### config.mk
export PLATFORM = sky130hd
export DESIGN_NAME = branch_target_buffer
export DESIGN_NICKNAME = d
export VERILOG_FILES = /design/src/rtl/branch_target_buffer.sv
export SDC_FILE = /design/constraint.sdc
export NUM_CORES = 2
export LEC_CHECK = 0
export CAP_MARGIN = 10
export CELL_PAD_IN_SITES_DETAIL_PLACEMENT = 1
export CELL_PAD_IN_SITES_GLOBAL_PLACEMENT = 2
export CORE_ASPECT_RATIO = 0.7
export CORE_MARGIN = 8
export CORE_UTILIZATION = 40
export CTS_CLUSTER_SIZE = 8
export DETAILED_ROUTE_END_ITERATION = 6
export GPL_TIMING_DRIVEN = 0
export PLACE_DENSITY = 0.87
export RECOVER_POWER = 25
export SLEW_MARGIN = 20
export SYNTH_ARGS = -nofsm -noshare
export SYNTH_HDL_FRONTEND = slang
export SYNTH_SLANG_ARGS = --single-unit
### constraint.sdc
create_clock -name clk_i -period 5.53 [get_ports clk_i]
set_clock_uncertainty 0.2 [all_clocks]
set_input_delay 0.8295 -clock clk_i [delete_from_list [all_inputs] [get_ports clk_i]]
set_output_delay 0.8295 -clock clk_i [all_outputs]
set_load 0.05 [all_outputs]
### src/rtl/branch_target_buffer.sv
// Direct-mapped branch target buffer with 2-bit saturating direction counters.
// Lookup is combinational from the fetch PC; training, alias cleanup and statistics happen at EX resolution.
module branch_target_buffer #(
    parameter int IDX_W = 4
) (
    input  logic        clk_i,
    input  logic        rst_ni,
    input  logic [31:0] if_pc_i,
    output logic        br_sel_BTB_o,
    output logic [31:0] predicted_pc_o,
    input  logic        ex_valid_i,
    input  logic        ex_is_branch_i,
    input  logic [31:0] ex_pc_i,
    input  logic        ex_taken_i,
    input  logic [31:0] ex_target_i,
    input  logic        ex_br_sel_BTB_i,
    input  logic [31:0] ex_predicted_pc_i,
    output logic        mispredict_o,
    output logic [31:0] redirect_pc_o,
    output logic [31:0] branch_cnt_o,
    output logic [31:0] mispredict_cnt_o
);

    localparam int NENT  = 1 << IDX_W;
    localparam int TAG_W = 30 - IDX_W;

    logic [NENT-1:0]            valid_q, valid_d;
    logic [NENT-1:0][TAG_W-1:0] tag_q, tag_d;
    logic [NENT-1:0][31:0]      target_q, target_d;
    logic [NENT-1:0][1:0]       ctr_q, ctr_d;
    logic [31:0]                branch_cnt_q, branch_cnt_d;
    logic [31:0]                mispredict_cnt_q, mispredict_cnt_d;

    logic [IDX_W-1:0] if_idx, ex_idx;
    logic [TAG_W-1:0] if_tag, ex_tag;
    logic             if_hit, ex_hit;
    logic             upd, stale;
    logic [31:0]      actual_next;

    // Fetch-side lookup reads only the registered state, so a same-cycle update shows up next cycle.
    assign if_idx         = if_pc_i[IDX_W+1:2];
    assign if_tag         = if_pc_i[31:IDX_W+2];
    assign if_hit         = valid_q[if_idx] && (tag_q[if_idx] == if_tag);
    assign br_sel_BTB_o   = if_hit && ctr_q[if_idx][1];
    assign predicted_pc_o = br_sel_BTB_o ? target_q[if_idx] : if_pc_i + 32'd4;

    assign ex_idx = ex_pc_i[IDX_W+1:2];
    assign ex_tag = ex_pc_i[31:IDX_W+2];
    assign ex_hit = valid_q[ex_idx] && (tag_q[ex_idx] == ex_tag);
    assign upd    = ex_valid_i && ex_is_branch_i;
    // A non-branch that was predicted taken hit an entry belonging to another PC.
    assign stale  = ex_valid_i && !ex_is_branch_i && ex_br_sel_BTB_i;

    assign actual_next      = (ex_is_branch_i && ex_taken_i) ? ex_target_i : ex_pc_i + 32'd4;
    assign mispredict_o     = ex_valid_i && (actual_next != ex_predicted_pc_i);
    assign redirect_pc_o    = mispredict_o ? actual_next : 32'd0;
    assign branch_cnt_o     = branch_cnt_q;
    assign mispredict_cnt_o = mispredict_cnt_q;

    always_comb begin
        valid_d  = valid_q;
        tag_d    = tag_q;
        target_d = target_q;
        ctr_d    = ctr_q;
        if (upd) begin
            if (ex_hit) begin
                if (ex_taken_i) begin
                    if (ctr_q[ex_idx] != 2'b11) ctr_d[ex_idx] = ctr_q[ex_idx] + 2'd1;
                    target_d[ex_idx] = ex_target_i;
                end else if (ctr_q[ex_idx] != 2'b00) begin
                    ctr_d[ex_idx] = ctr_q[ex_idx] - 2'd1;
                end
            end else if (ex_taken_i) begin
                valid_d[ex_idx]  = 1'b1;
                tag_d[ex_idx]    = ex_tag;
                target_d[ex_idx] = ex_target_i;
                ctr_d[ex_idx]    = 2'b10;
            end
        end else if (stale) begin
            valid_d[ex_idx] = 1'b0;
        end
    end

    always_comb begin
        branch_cnt_d     = branch_cnt_q;
        mispredict_cnt_d = mispredict_cnt_q;
        if (upd && (branch_cnt_q != 32'hFFFF_FFFF))              branch_cnt_d     = branch_cnt_q + 32'd1;
        if (mispredict_o && (mispredict_cnt_q != 32'hFFFF_FFFF)) mispredict_cnt_d = mispredict_cnt_q + 32'd1;
    end

    always_ff @(posedge clk_i or negedge rst_ni) begin
        if (!rst_ni) begin
            valid_q          <= '0;
            tag_q            <= '0;
            target_q         <= '0;
            ctr_q            <= {NENT{2'b01}};
            branch_cnt_q     <= '0;
            mispredict_cnt_q <= '0;
        end else begin
            valid_q          <= valid_d;
            tag_q            <= tag_d;
            target_q         <= target_d;
            ctr_q            <= ctr_d;
            branch_cnt_q     <= branch_cnt_d;
            mispredict_cnt_q <= mispredict_cnt_d;
        end
    end

endmodule

# Word-level counts from Yosys, hierarchy flattened
# Cells that the tools add are included.
[word_totals]
input_bits = 134
reg_bits = 1040
wordCells = 134
out_inout_bits = 130
[op_classes]
reduce_logical = 20
n_mux = 38
n_addsub = 6
bitwise = 7
magnitude_cmp = 3
n_eq_ne = 9
[op_table]
columns = ["operator", "n"]
rows = [
  ["$bwmux W512", 1],
  ["$bwmux W416", 1],
  ["$mux W32", 10],
  ["$bmux W26 S4", 2],
  ["$bmux W32 S4", 1],
  ["$demux W32 S4", 1],
  ["$demux W26 S4", 1],
  ["$mux W26", 3],
  ["$add A32 B1 Y32 const B", 2],
  ["$add A32 B3 Y32 const B", 2],
  ["$bwmux W32", 2],
  ["$mux W16", 4],
  ["$ne A32 B32 Y1 const B", 2],
  ["$eq A26 B26 Y1", 2],
  ["$and A16 B16 Y16", 2],
  ["$ne A32 B32 Y1", 1],
  ["$not A16 Y16", 2],
  ["$or A16 B16 Y16", 2],
  ["$bmux W2 S4", 2],
  ["$logic_and A1 B1 Y1", 11],
  ["$lt A4 B5 Y1 const B", 2],
  ["$bmux W1 S4", 2],
  ["$demux W2 S4", 1],
  ["$reduce_bool A2 Y1", 4],
  ["other kinds (13)", 20],
]

# Depth between registers and ports, before layout
[depth]
depth_word = 8
ltp_mapped = 17
ltp_nobuf = 11

# Least setup slack after synthesis
# Ideal clock, no wire load.
[synth_path]
kind = "input to output"
start = "input if_pc_i[2]"
end = "output br_sel_BTB_o"
required_ns = 4.501
cell_stages = 11
n_path_buf = 5
slack_ns = -0.535
t_arrival_ns = 5.035
path_cell_list = "buf_4 > buf_6 > buf_6 > buf_2 > buf_1 > mux4_2 > mux4_2 > xor2_1 > nor4_1 > nand2_1 > nor4_1"
[synth_via]
elab_chain_len = 5
elab_cells_between_ends = 9
classes_between = "eq/ne: 1; mux: 6; reduce/logical: 2"
[synth_rtl]
columns = ["item", "line_no", "source"]
rows = [
  ["start: declaration", "8", "input logic [31:0] if_pc_i,"],
  ["$bmux W26 S4", "43", "assign if_hit = valid_q[if_idx] && (tag_q[if_idx] == if_tag);"],
  ["$mux W26 (not written as such)", "43", ""],
  ["$eq A26 B26 Y1", "43", ""],
  ["$logic_and A1 B1 Y1", "43", ""],
  ["$logic_and A1 B1 Y1 (*)", "44", "assign br_sel_BTB_o = if_hit && ctr_q[if_idx][1];"],
  ["end: declaration", "9", "output logic br_sel_BTB_o,"],
]
# Every way passes the cells marked *; elsewhere a longest branch is shown, timed or not. The select of a mux whose other input is x is not followed.

# Worst setup path in the final report
[layout_path]
start = "input if_pc_i[2]"
end = "output predicted_pc_o[22]"
[layout_via]
elab_chain_len = 6
elab_cells_between_ends = 13
classes_between = "add/sub: 1; eq/ne: 1; mux: 9; reduce/logical: 2"
[layout_rtl]
columns = ["item", "line_no", "source"]
rows = [
  ["$bmux W26 S4", "43", ""],
  ["$mux W26 (not written as such)", "43", ""],
  ["$eq A26 B26 Y1", "43", ""],
  ["$logic_and A1 B1 Y1", "43", ""],
  ["$logic_and A1 B1 Y1", "44", ""],
  ["$mux W32 (*)", "45", "assign predicted_pc_o = br_sel_BTB_o ? target_q[if_idx] : if_pc_i + 32'd4;"],
  ["end: declaration", "10", "output logic [31:0] predicted_pc_o,"],
]
# Marks and branches as above.

==> reports/metrics.yaml <==
first_global_vias: 44115
tns_ns: -29.18
slew_viol_final: 511
cts_tree: "built"
grt_pass1_wl_mm: 341
yosysMostFrequentCell: "dfrtp_1"
grtUsageMet1_pct: 41.6
grt_busiest_layer: "met2"
cts_root_buf: "clkbuf_16"
yosysWarnings: 0
ff2ff_path_depth: 11
hold_end: "target_q[1]$_DFFE_PN0P_"
track_usage_pct: 31.6
holdPathStages: 2
async_flop_share_pct: 100
netlist_top_cells_area: "dfrtp_1 47%, mux2_2 20%, mux4_2 15%"
fill_cells: 13448
syn_inst: 3994
grt_overflow: 0
ant_nets: 0
ff_latch_area_mm2: 0.0260
dieArea_mm2: 0.150
syn_to_final_growth_pct: 22.9
die_w_um: 459
routed_via_density: 6.66
avgSynthCellArea_um2: 13.8
synth_top_area_share_pct: 46.6
multi_input_area_mm2: 0.0285
drive_gt1_share_pct: 46.8
max_clock_freq_mhz: 162
routedWlPerCell_um: 38.1
drtPass1Iterations: 7
violations: "design-rule violations, max-capacitance violations, max-slew violations, negative setup slack"
grt_max_degree: 147
endpoint_kind: "output port"
seq_area_frac_synth_pct: 47.3
synth_fp_nets: 4137
cp_data_arrival_time_ns: 5.13
setup_violations: 208
final_cell_area_mm2: 0.0676
drtIter0Drc: 5769
startpoint_type: "input port"
period_minus_slack_ns: 6.16
yosys_register_bits: 1040
cts_htree_levels: 4
rrSetupSlack_ns: 0.44
slew_headroom_pct: -51.9
cts_sinks: 1040
rr_startpoint: "tag_q[81]$_DFFE_PN0P_"
worstHoldPathType: "reg2reg"
synth-edff-count: 0
port_buffers: 226
status: "complete, but fails checks"
place_hpwl_mm: 171
use_met3_pct: 13.4
met2_usage_pct: 43.1
place_inst: 6083
final_cells: 6411
p_per_area_mw_per_mm2: 333
synthFlopType: "dfrtp_1"
finalCritPeriodShare_pct: 111
antenna_found_initial: 29
clk_pin_slew_ns: 0.05
wl_mm: 244
ctsLongestPathBuffers: 3
fin_hold_ws_ns: 0.293
rsz0062_at_grt: "yes"
setup_slack_ns: -0.626
hp-start: "target_q[1]$_DFFE_PN0P_"
synth_area_mm2: 0.0550
gp_congestion: 1.04
p_leak_nw: 29.7
rows: 114
finalHoldViolCount: 0
synth_top_area_cell: "dfrtp_1"
crit_type: "in2out"
start_util_pct: 40.1
coreArea_mm2: 0.137
insertion_delay_ns: 0.82
tightest_slew_ns: 2.28
ys_types: 75
die_y_um: 326
fin_util_pct: 49.2
cts_made_buffers: 149
num_vias: 42708
worstPathMaxFanout: 7
drc_errors: 15
layout.nets: 4646
synth_commonest_cells: "1024 x dfrtp_1, 972 x mux2_2, 377 x mux4_2"
ioPinCount: 264
maxCapViolCount: 4
peakVddDrop_mv: 0.314
placed_cell_area_mm2: 0.0599
reg2reg_to: "tag_q[405]$_DFFE_PN0P_"
worstPathRequired_ns: 4.50
[critical path, stage by stage]
cell	delay (ns)
buf_16	0.14
buf_16	0.18
buf_16	0.15
buf_16	0.13
buf_12	0.16
mux4_2	0.53
mux4_2	0.60
xnor2_4	0.22
nand4_1	0.11
or4_1	0.53
or4b_4	0.59
buf_12	0.17
buf_16	0.14
a21oi_4	0.36
buf_6	0.22
[metal layers]
layer	share of wire (%)	up-vias
met5	0.080	-
met1	38	22803
met2	41	3105
li1	-	16004
met4	7.4	10
met3	13	786
[report_power, final]
group,switching (mW),internal [mW]
sequential,0.738,8.62
clock,3.74,4.90
combinational,2.43,2.10
[how the worst max path moves through the flow]
stage | start | endpoint | slack (ns) | cells after the start
finish | if_pc_i[2] | predicted_pc_o[22] | -0.63 | 15
global route | if_pc_i[2] | predicted_pc_o[24] | -0.65 | 15
detailed placement | ex_pc_i[3] | redirect_pc_o[29] | -4.46 | 19
floorplan | if_pc_i[2] | predicted_pc_o[11] | -0.38 | 13
global placement | rst_ni | target_q[325]$_DFFE_PN0P_ | -44.30 | 1
CTS | if_pc_i[2] | predicted_pc_o[22] | -0.60 | 15
[cell type report]
cell class,count,share of cell area [%]
Inverter,52,0.309
Sequential cell,1040,38.5
Antenna cell,21,0.0777
Clock inverter,17,0.590
Tap cell,1856,3.43
Multi-Input combinational cell,2528,42.1
Timing Repair Buffer,370,5.91
Clock buffer,165,5.63
Buffer,362,3.45
[registers in the layout, indices dropped and copies added (netlist names), named ones only]
| name | flops |
|---|---|
| tag_q | 416 |
| mispredict_cnt_o | 32 |
| ctr_q | 32 |
| target_q | 512 |
| branch_cnt_o | 32 |
[through the flow]
stage | total power [mW] | setup slack [ns]
3_5_place_dp | 13.5 | -4.46
6_report | 22.5 | -0.626
5_1_grt | 23.1 | -0.650
2_1_floorplan | 11.8 | -0.384
4_1_cts | 22.3 | -0.597
3_3_place_gp | 13.3 | -44.30
[logic make-up after synthesis]
logic type               Yosys count  synth area share, %
flip-flops                      1040                 47.3
buffers and inverters            426                 3.27
AND/OR/NAND/NOR                  609                 5.57
multiplexers                    1432                 36.9
AO/OA/AOI/OAI                    286                 3.62
XOR/XNOR                         192                 3.08
adder cells (fa/ha/maj)            9                0.205
[layout by cell type, fill, tap and decap left out, types with 22 or more instances in the layout]
cell,instances
mux2_2,972
dfrtp_1,1023
nor2_1,99
nor3_1,37
clkbuf_1,180
clkbuf_2,47
mux4_2,377
buf_2,58
buf_6,73
a21oi_4,24
o21ai_0,56
nand2_1,144
nor2_4,24
buf_12,41
xnor2_1,93
nand3_1,77
nand4_1,56
o22ai_1,25
inv_1,47
clkdlybuf4s50_1,138
and3_1,22
clkbuf_16,153
xor2_1,77
buf_4,117
mux2i_1,69
[what timing repair did]
item	in CTS	in global routing
pin swaps	46	31
hold endpoints to repair	84	0
endpoints found under the setup margin	562	379
gates resized for setup	962	152
hold buffers	1	0
gates cloned	9	1
buffers inserted	74	56
Note: power is estimated with default switching activity, not from simulation.
